<file path="src/rtl/fifos_8x8_drain.sv">
// Read-side merger: drains eight show-ahead FIFOs into one tagged valid/ready stream.
// Optional macro DRAIN_RR_EN selects round-robin arbitration (default: fixed priority).
module fifos_8x8_drain #(
    parameter int DATA_WIDTH = 12
) (
    input  logic                       clk,
    input  logic                       rst,
    input  logic [7:0]                 i_data_vld,
    input  logic [7:0][DATA_WIDTH-1:0] i_data,
    output logic [7:0]                 o_rden,
    output logic                       o_vld,
    output logic [DATA_WIDTH-1:0]      o_data,
    output logic [2:0]                 o_src,
    input  logic                       i_rdy
);

    logic [1:0]            count_q, count_d;
    logic                  wr_ptr_q, wr_ptr_d;
    logic                  rd_ptr_q, rd_ptr_d;
    logic [DATA_WIDTH-1:0] buf_data_q [2];
    logic [DATA_WIDTH-1:0] buf_data_d [2];
    logic [2:0]            buf_src_q [2];
    logic [2:0]            buf_src_d [2];

    logic       pop_ok;
    logic       any_vld;
    logic [2:0] gnt_idx;
    logic       push;
    logic       pop;

`ifdef DRAIN_RR_EN
    logic [2:0] rr_ptr_q, rr_ptr_d;

    // Walk offsets high-to-low so the closest valid source after ptr wins.
    always_comb begin
        any_vld = 1'b0;
        gnt_idx = rr_ptr_q;
        for (int i = 7; i >= 0; i--) begin
            if (i_data_vld[rr_ptr_q + 3'(i)]) begin
                any_vld = 1'b1;
                gnt_idx = rr_ptr_q + 3'(i);
            end
        end
    end

    always_comb begin
        rr_ptr_d = rr_ptr_q;
        if (push) begin
            rr_ptr_d = gnt_idx + 3'd1;
        end
    end

    always_ff @(posedge clk) begin
        if (!rst) begin
            rr_ptr_q <= 3'd0;
        end else begin
            rr_ptr_q <= rr_ptr_d;
        end
    end
`else
    always_comb begin
        any_vld = 1'b0;
        gnt_idx = 3'd0;
        for (int i = 7; i >= 0; i--) begin
            if (i_data_vld[i]) begin
                any_vld = 1'b1;
                gnt_idx = 3'(i);
            end
        end
    end
`endif

    // Only registered occupancy gates the pop, keeping i_rdy off the o_rden path.
    assign pop_ok = (count_q != 2'd2) & rst;
    assign o_rden = (pop_ok & any_vld) ? (8'd1 << gnt_idx) : 8'd0;
    assign push   = |o_rden;

    assign o_vld  = (count_q != 2'd0) & rst;
    assign o_data = rst ? buf_data_q[rd_ptr_q] : '0;
    assign o_src  = rst ? buf_src_q[rd_ptr_q] : 3'd0;
    assign pop    = o_vld & i_rdy;

    always_comb begin
        count_d    = count_q;
        wr_ptr_d   = wr_ptr_q;
        rd_ptr_d   = rd_ptr_q;
        buf_data_d = buf_data_q;
        buf_src_d  = buf_src_q;
        if (push) begin
            buf_data_d[wr_ptr_q] = i_data[gnt_idx];
            buf_src_d[wr_ptr_q]  = gnt_idx;
            wr_ptr_d             = ~wr_ptr_q;
        end
        if (pop) begin
            rd_ptr_d = ~rd_ptr_q;
        end
        unique case ({push, pop})
            2'b10:   count_d = count_q + 2'd1;
            2'b01:   count_d = count_q - 2'd1;
            default: count_d = count_q;
        endcase
    end

    always_ff @(posedge clk) begin
        if (!rst) begin
            count_q       <= 2'd0;
            wr_ptr_q      <= 1'b0;
            rd_ptr_q      <= 1'b0;
            buf_data_q[0] <= '0;
            buf_data_q[1] <= '0;
            buf_src_q[0]  <= 3'd0;
            buf_src_q[1]  <= 3'd0;
        end else begin
            count_q    <= count_d;
            wr_ptr_q   <= wr_ptr_d;
            rd_ptr_q   <= rd_ptr_d;
            buf_data_q <= buf_data_d;
            buf_src_q  <= buf_src_d;
        end
    end

endmodule
</file>
<file path="config.mk">
export PLATFORM = sky130hd
export DESIGN_NAME = fifos_8x8_drain
export DESIGN_NICKNAME = d
export VERILOG_FILES = /design/src/rtl/fifos_8x8_drain.sv
export SDC_FILE = /design/constraint.sdc
export NUM_CORES = 1
export LEC_CHECK = 0
export CORE_MARGIN = 3
export CORE_UTILIZATION = 41
export CTS_CLUSTER_SIZE = 40
export DETAILED_ROUTE_END_ITERATION = 6
export GPL_TIMING_DRIVEN = 0
export PLACE_DENSITY = 0.82
export REMOVE_ABC_BUFFERS = 1
export SYNTH_ARGS = -nofsm -noshare
export SYNTH_HDL_FRONTEND = slang
export SYNTH_SLANG_ARGS = --single-unit
</file>
<file path="constraint.sdc">
create_clock -name clk -period 3 [get_ports clk]
set_clock_uncertainty 0.2 [all_clocks]
set_input_delay 0.6 -clock clk [delete_from_list [all_inputs] [get_ports clk]]
set_output_delay 0.6 -clock clk [all_outputs]
set_load 0.01 [all_outputs]
</file>
==> results.yml, run 1 <==
outcome:
  status: "complete, no violations"
layout:
  stdcell_area_um2: 4020
  design.final.nets: 519
  area_growth_syn_to_layout_pct: 57.1
  diodes: 0
  post_route_cells_drive_above_1_share_pct: 17.1
pwr:
  power_switching_share_pct: 31.3
  power.share.sequential_pct: 38.3
  p_per_area_nw_per_um2: 368
  p_clk_share_pct: 22.9
  ir_worst_vdd_uv: 246
  cell_internal_power_mw: 1.02
  power_switching_mw: 0.463
  finalPower_mw: 1.48
  total_leakage_power_nw: 1.44
  combPwrFrac_pct: 38.8
placement:
  post_dp_cell_area_um2: 3820
  io_buffers: 130
  hpwl_um: 6420
  place_congestion: 0.745
route:
  wl_met1_um: 3720
  met3WireLength_um: 633
  drt_wl_total_um: 9040
  post_drt_wl_per_cell_um: 18.6
  route.met2.wl_um: 4570
  post_drt_via_cell_ratio: 5.87
  drc: 0
  antenna_violating_nets_post_route: 0
  drt_first_iter_violations: 153
  detail_route.first_pass.iterations: 4
  vias: 2846
  highest_layer: "met4"
timing:
  grt_setup_unrepaired: "false"
  worst-slew-pin-transition_ps: 878
  slew_headroom_pct: 41.4
  report.final.hold_viol_count: 0
  number_of_setup_violations_in_the_final_report: 0
  finalCritPeriodShare_pct: 95.4
  final.min_clock_period_ps: 2860
  fmaxAchievable_ghz: 0.349
  timing.final.max_slew_violations: 0
worst_setup_path:
  crit_buf_inv: 2
  path_class: "input pin to primary output"
  cpLargestDelayFamily: "simple AND/OR/NAND/NOR gates"
  critPathCaptureType: "primary output"
  crit_slowest_cell: "sky130_fd_sc_hd__or4_4"
  path_cells: "buf_4, or4_4, nor2b_4, nand3_4, nor4_4, buf_2"
  crit_path_max_incr_delay_ps: 520
  cp_max_fo: 18
  timing.critical_path.from_type: "input pin"
  crit_arrival_ps: 2060
  timing.critical_path.required_ps: 2200
  rrSetupSlack_ps: 940
synthesis:
  list_of_most_frequent_post_synthesis_cells: "34 x sky130_fd_sc_hd__dfxtp_1, 30 x sky130_fd_sc_hd__nand3_1, 28 x sky130_fd_sc_hd__o31ai_1"
  netlist-cell-type-count: 46
  yosys_warnings: 0
  synth-main-ff-cell: "sky130_fd_sc_hd__dfxtp_1"
  synthTopCellsByArea: "sky130_fd_sc_hd__dfxtp_1 27%, sky130_fd_sc_hd__o31ai_1 8.2%, sky130_fd_sc_hd__mux2_2 7.5%, sky130_fd_sc_hd__a221o_1 6.3%, sky130_fd_sc_hd__mux2i_1 5.9%"
  yosysTopAreaCellShare_pct: 26.6
  syn_inst: 291
  synth-seq-cells: 34
  post_synth_instance_area_um2: 2560
  syn_avg_cell_area_um2: 8.79
  synth-edff-count: 0
  synth.yosys.seq_area_share_pct: 26.6
  yosys.area.top_type: "sky130_fd_sc_hd__dfxtp_1"
  synth-async-reset-ratio_pct: 0
  synth.most_common_cell: "sky130_fd_sc_hd__dfxtp_1"
grt:
  vias_in_the_first_global_route: 2898
  track_usage_pct: 24.6
  grt_first_pass_wirelength_um: 14300
  initial_antenna_violation_count: 0
  grt_remaining_overflow: 0
  grt_start_max_net_pins: 56
job:
  number_of_maximum_capacitance_constraint_violations: 0
floorplan:
  die_outline_area_um2: 7230
  floorplan.die.width_um: 85
  num_rows: 28
  fp.dieH_um: 85
  num_io_pins: 131
  fp.coreArea_um2: 5990
  initial_core_util_pct: 42.7
clock_network:
  ctsLongestPathBuffers: 2
  root_buffer: "sky130_fd_sc_hd__clkbuf_8"
  cts_tree: "yes"
  clock_tree.htree_level_count: 2
  cts_made_buffers: 5
  cts_hold_repair.buffers: 0
  clock_tree_sinks: 34
  insertion_delay_ps: 280
  worst_setup_hold_path_clk_slew_ps: 70
hold_path:
  worst_hold_path_type: "flop to flop"
==> flip-flops by register name, indices dropped and copies added, names as in the netlist <==
| register | cells |
|---|---|
| count_q | 2 |
| rd_ptr_q | 1 |
| buf_src_q | 6 |
| wr_ptr_q | 1 |
| buf_data_q | 24 |
==> power groups by stage <==
stage	clock [mW]	combinational [mW]	sequential, mW
final	0.338	0.574	0.567
after global routing	0.367	0.623	0.576
after CTS	0.341	0.575	0.566
after detailed placement	0	0.560	0.576
after global placement	0	0.539	0.572
after floorplan	0	0.277	0.562
==> stage by stage <==
step / TNS, ps / cells / worst slack (ps) / util, % / hold slack (ps)
3_3_place_gp: -64510 / 469 / -1790 / 63.4 / 254
6_report: 0 / 485 / 137 / 67.1 / 270
3_5_place_dp: -35390 / 470 / -1430 / 63.7 / 261
2_1_floorplan: -826 / 264 / -98.7 / - / 243
4_1_cts: 0 / 485 / 0.148 / 67.1 / 270
5_1_grt: 0 / 485 / 49.2 / 67.1 / 299
==> worst paths after layout <==
check	start	end	cells after the start
min	buf_data_q[3]	buf_data_q[3]	2
min reg2reg	buf_data_q[3]	buf_data_q[3]	2
max reg2reg	count_q[0]	buf_data_q[6]	5
max	i_data_vld[0]	o_rden[7]	6
==> cell usage in the layout, fill, tap and decap left out, types with 2 or more instances in the layout <==
cell type,synthesis,routed
sky130_fd_sc_hd__clkdlybuf4s50_1,0,114
sky130_fd_sc_hd__dfxtp_1,34,33
sky130_fd_sc_hd__nand3_1,30,29
sky130_fd_sc_hd__o31ai_1,28,28
sky130_fd_sc_hd__nor2b_1,24,24
sky130_fd_sc_hd__mux2_2,17,17
sky130_fd_sc_hd__mux2i_1,15,15
sky130_fd_sc_hd__a221o_1,16,15
sky130_fd_sc_hd__a21oi_1,12,12
sky130_fd_sc_hd__buf_4,5,10
sky130_fd_sc_hd__nor2_1,9,9
sky130_fd_sc_hd__a221oi_2,9,9
sky130_fd_sc_hd__nand2_1,8,7
sky130_fd_sc_hd__dlygate4sd2_1,0,7
sky130_fd_sc_hd__inv_1,6,6
sky130_fd_sc_hd__clkbuf_8,0,6
sky130_fd_sc_hd__a21o_1,5,5
sky130_fd_sc_hd__a221oi_1,5,5
sky130_fd_sc_hd__and2_1,4,4
sky130_fd_sc_hd__o21ai_0,4,4
sky130_fd_sc_hd__o221ai_1,3,3
sky130_fd_sc_hd__o22ai_1,3,3
sky130_fd_sc_hd__xnor2_1,3,3
sky130_fd_sc_hd__clkbuf_2,0,3
sky130_fd_sc_hd__o21a_1,2,2
sky130_fd_sc_hd__or4_4,1,2
sky130_fd_sc_hd__nand2b_1,2,2
sky130_fd_sc_hd__nor3_1,3,2
sky130_fd_sc_hd__or2_2,2,2
sky130_fd_sc_hd__a21boi_0,2,2
sky130_fd_sc_hd__buf_2,9,2
==> final cells by class <==
cell class                      instances  area (µm²)
Inverter                                7        26.3
Sequential cell                        34         682
Tap cell                               75        93.8
Timing Repair Buffer                  140        1350
Fill cell                             512        1970
Multi-Input combinational cell        223        1790
Clock buffer                            6        82.6
==> what timing repair did <==
| item | CTS | global route |
|---|---|---|
| endpoints found under the hold margin | 0 | 0 |
| pin swaps | 9 | 2 |
| buffers inserted | 9 | 0 |
| gates resized for setup | 44 | 12 |
| setup endpoints to repair | 44 | 10 |
==> metal layers <==
layer / global-route usage, % / vias to the layer above
met1: 30.1 / 1363
met2: 44.3 / 111
li1: - / 1362
met5: 0 / -
met4: 5.90 / 0
met3: 4.76 / 10
==> logic make-up (layout without fill, tap and decap cells) <==
logic type      Yosys count  in the layout  synth area share (%)
compound gates           93             93                  30.5
xor+xnor                  3              3                  1.03
fa+ha+maj                 1              1                 0.489
buf+inv                  34            153                  7.04
flops                    34             34                  26.6
mux                      32             32                  13.3
simple gates             94             94                  21.0
==> worst register-to-register path, cell delays in order, from the launching register on <==
cell and delay (ps):
sky130_fd_sc_hd__dfxtp_1 410, sky130_fd_sc_hd__nand2b_1 310, sky130_fd_sc_hd__o211ai_2 170, sky130_fd_sc_hd__or2_2 550
sky130_fd_sc_hd__nand3_1 200, sky130_fd_sc_hd__o31ai_1 90
Note: power is estimated with default switching activity, not from simulation.
==> inputs of run 2 (changes only) <==
--- a/config.mk
+++ b/config.mk
@@ -10,6 +10,7 @@
 export CTS_CLUSTER_SIZE = 40
 export DETAILED_ROUTE_END_ITERATION = 6
 export GPL_TIMING_DRIVEN = 0
+export HOLD_SLACK_MARGIN = 0.08
 export PLACE_DENSITY = 0.82
 export REMOVE_ABC_BUFFERS = 1
 export SYNTH_ARGS = -nofsm -noshare
==> results of run 2 <==
The final DEF is identical to that of run 1; final timing and power are the same.
==> edit 1: new RTL, flow settings as in run 1 <==
`DATA_WIDTH`: 12 -> 18.
--- a/src/rtl/fifos_8x8_drain.sv
+++ b/src/rtl/fifos_8x8_drain.sv
@@ -1,7 +1,7 @@
 // Read-side merger: drains eight show-ahead FIFOs into one tagged valid/ready stream.
 // Optional macro DRAIN_RR_EN selects round-robin arbitration (default: fixed priority).
 module fifos_8x8_drain #(
-    parameter int DATA_WIDTH = 12
+    parameter int DATA_WIDTH = 18
 ) (
     input  logic                       clk,
     input  logic                       rst,
Interface: changed (resized i_data and o_data); port bits go from 131 to 185. The function was not compared with the original's and may differ.
==> edit 1 against run 1 <==
Worst setup slack got worse by 0.060 ns. Power increased by 30%. Largest power group unchanged. Sequential cell count increased by 12. First-iteration DRC count increased by 0.65%. Synthesized area increased by 31%. Clock power increased by 12%. Design area increased by 35%. Routed wire length increased by 38%. Largest cell class unchanged.
==> edit 1: results (changes against run 1) <==
Slew @ Worst Pin=0.792 ns (-0.0862 ns); Final Wtd Congestion=0.734 (-1.4%); Antenna Cells=0 (unchanged); multiplexer share of the synthesized area=0.155 (+0.0213); Clock Latency Late Sink=0.30 ns (+0.02 ns); Post-Place Worst Slack=-2.18 ns (-0.748 ns); HP Class=reg -> reg; Leak=2.00 nW (+39%); Main synth FF type=dfxtp_1; initial antenna violation count=0 (unchanged); number of setup buffers added after CTS=9 (unchanged); initial DRC count=154 (+0.65%); GRT Util Overall=0.261 (+0.0144); CTS Root Cell=clkbuf_8; top cells by count, synth=mux2i_1, dfxtp_1, nand3_1, o21ai_0, nor2b_1; first-pass GRT wire length=18700 um (+31%); ranking of synthesized cells by area=dfxtp_1, mux2i_1, a221oi_1; post-CTS sizing=46 (+4.5%); top flop regs=buf_data_q x36, buf_src_q x6, count_q x2; cell count after synthesis=412 (+42%); drt wl/cell=18.4 um (-1.3%); DP Area=5200 um2 (+36%); Yosys cell types=40 (-13%); status=complete, no violations; VDD IR max=0.290 mV (+18%); vias in the first global route=3779 (+30%); Pre-Repair DR Iteration Count=6 (+2); ys async rst share=0 (unchanged); complex-gate fraction of the synthesized area=0.280 (-0.0249); largest net degree at the start of global routing=64 (+14%); Worst-path clk slew=0.08 ns; Crit path arrival time=2.12 ns (+0.06 ns); layout cells sized above 1=0.0952 (-0.0756); # nets final=733 (+41%); final WL=12500 um (+38%); crit path max fanout=15 (-3); Synth Area in XOR/XNOR=0.00782 (-0.00245); Post-Synth Adder-Cell Area=0.00372 (-0.00117); DR vias/cell=5.71 (-2.7%); number of port buffers=184 (+42%); Yosys warnings=0 (unchanged); Seq/Total Area, Yosys=0.274 (+0.00790); Clock Tree Buf Depth=2 (unchanged); dpl cells=661 (+41%); CTS Buf Count=5 (unchanged); HPWL after DPL=8860 um (+38%); CTS H-tree depth=2 (unchanged)
==> edit 1: worst max-delay path, stage by stage <==
cell,delay (ns)
clkdlybuf4s15_2,0.35
a221oi_4,0.38
buf_6,0.16
buf_16,0.16
nand3_4,0.10
nor2_1,0.11
clkdlybuf4s15_1,0.25
==> edit 1: final timing paths <==
path	startpoint	to	slack (ns)	cells after the start
max reg2reg	count_q[0]$_SDFFE_PN0P_	count_q[1]$_SDFFE_PN0P_	1.13	5
max	i_data_vld[4]	o_rden[3]	0.08	7
min	buf_data_q[2]$_SDFFE_PN0P_	buf_data_q[2]$_SDFFE_PN0P_	0.26	2
min reg2reg	buf_data_q[2]$_SDFFE_PN0P_	buf_data_q[2]$_SDFFE_PN0P_	0.26	2
==> edit 1: where the power goes <==
| part | total, mW | internal [mW] | switching [mW] |
|---|---|---|---|
| registers | 0.770 | 0.699 | 0.0710 |
| clock network | 0.378 | 0.164 | 0.214 |
| logic | 0.772 | 0.438 | 0.334 |
| total | 1.92 | 1.30 | 0.619 |
==> edit 1: routing by layer <==
| layer | wire, um | track usage | vias up | part of all wire |
|---|---|---|---|---|
| li1 | - | - | 1891 | - |
| met2 | 6400 | 0.475 | 137 | 0.51 |
| met1 | 5090 | 0.314 | 1839 | 0.41 |
| met3 | 875 | 0.0503 | 15 | 0.070 |
| met5 | 0 | 0 | - | 0 |
| met4 | 141 | 0.0619 | 0 | 0.011 |
==> edit 1: final cells by class <==
type | count | area, um2
repair buffers | 197 | 1940
clock buffers | 5 | 68.8
well taps | 102 | 128
inverters | 10 | 37.5
flip-flops and latches | 46 | 922
fillers | 685 | 2410
clock inverters | 3 | 21.3
multi-input cells | 317 | 2330
==> edit 2: new RTL, settings of run 1 <==
Without the edit above. Add a define of `DRAIN_RR_EN`.
--- a/src/rtl/fifos_8x8_drain.sv
+++ b/src/rtl/fifos_8x8_drain.sv
@@ -1,5 +1,7 @@
 // Read-side merger: drains eight show-ahead FIFOs into one tagged valid/ready stream.
 // Optional macro DRAIN_RR_EN selects round-robin arbitration (default: fixed priority).
+`define DRAIN_RR_EN
+
 module fifos_8x8_drain #(
     parameter int DATA_WIDTH = 12
 ) (
Check against the original RTL: not equivalent (a bounded check fails within 4 cycles, from zero or initial values and one cycle with rst low).
==> edit 2 against run 1 <==
The flow now stops in 5_1_grt. Synthesized cell count is 110% higher. Synthesized area is 87% higher.
==> edit 2: results (changes against run 1) <==
Clock Tree Buf Depth=2 (unchanged); Post-Place Worst Slack=-5.29 ns (-3.86 ns); worst-path endpoint after global-route repair_timing=count_q[1]$_SDFFE_PN0P_/D; number of port buffers=130 (unchanged); largest net degree at the start of global routing=55; Post-Synth Adder-Cell Area=0.0105 (+0.00559); Seq/Total Area, Yosys=0.155 (-0.111); Yosys cell types=57 (+24%); CTS Root Cell=clkbuf_16; GRT Residual Overflow=5; Synth Area in XOR/XNOR=0.0197 (+0.00939); Yosys warnings=0 (unchanged); Syn Area/Cell=7.94 um2 (-9.7%); initial antenna violation count=1; error msg=[ERROR GRT-0232] Routing congestion too high. Check the congestion heatmap in the GUI.; number of synthesized flops with an enable pin=0 (unchanged); ys async rst share=0 (unchanged); HPWL after DPL=11000 um (+71%); Worst endpoint type=register data pin; complex-gate fraction of the synthesized area=0.314 (+0.00863); Final Wtd Congestion=0.839 (+13%); Stop stage=5_1_grt; dpl cells=810 (+72%); multiplexer share of the synthesized area=0.260 (+0.127); CTS sink count=37 (+8.8%); ranking of synthesized cells by area=mux2i_1, a2111oi_0, dfxtp_1; Main synth FF type=dfxtp_1; CTS H-tree depth=2 (unchanged); CTS Buf Count=5 (unchanged); GRT Util Overall=0.658; status=stopped before the end; top cells by count, synth=nand2_1, a2111oi_0, mux2i_1
## edit 2: cell count changes after synthesis, sizes merged, moves of 23 or more
cell,delta
o31ai,-26
o21ai,+23
nand2,+99
mux2i,+79
a2111oi,+97
nand3,-29
clkbuf,+35
## edit 2: timing repair
item                       CTS
cloned                      22
setup endpoints to repair   44
pin swaps                   92
setup buffers              111
resized for setup          342
## edit 2: kinds of logic after synthesis
group	after synthesis
AOI/OAI and AO/OA	188
xor gates and xnor gates	9
adders and majority gates	4
buffers and inverters	75
DFF	37
muxes	110
and+or+nand+nor	178
## edit 2: layer usage
layer	GRT usage	GRT overflow
met1	0.678	0
met2	0.841	3
met3	0.486	0
met4	0.592	2
met5	0.188	0
## edit 2: metrics by stage
| stage | area (um2) | util | TNS, ns |
|---|---|---|---|
| 4_1_cts | 8750 | 0.787 | -40.31 |
| 3_5_place_dp | 6060 | 0.545 | -213.72 |
| 3_3_place_gp | 5940 | 0.534 | -361.22 |
| 2_1_floorplan | 4470 | - | -220.64 |
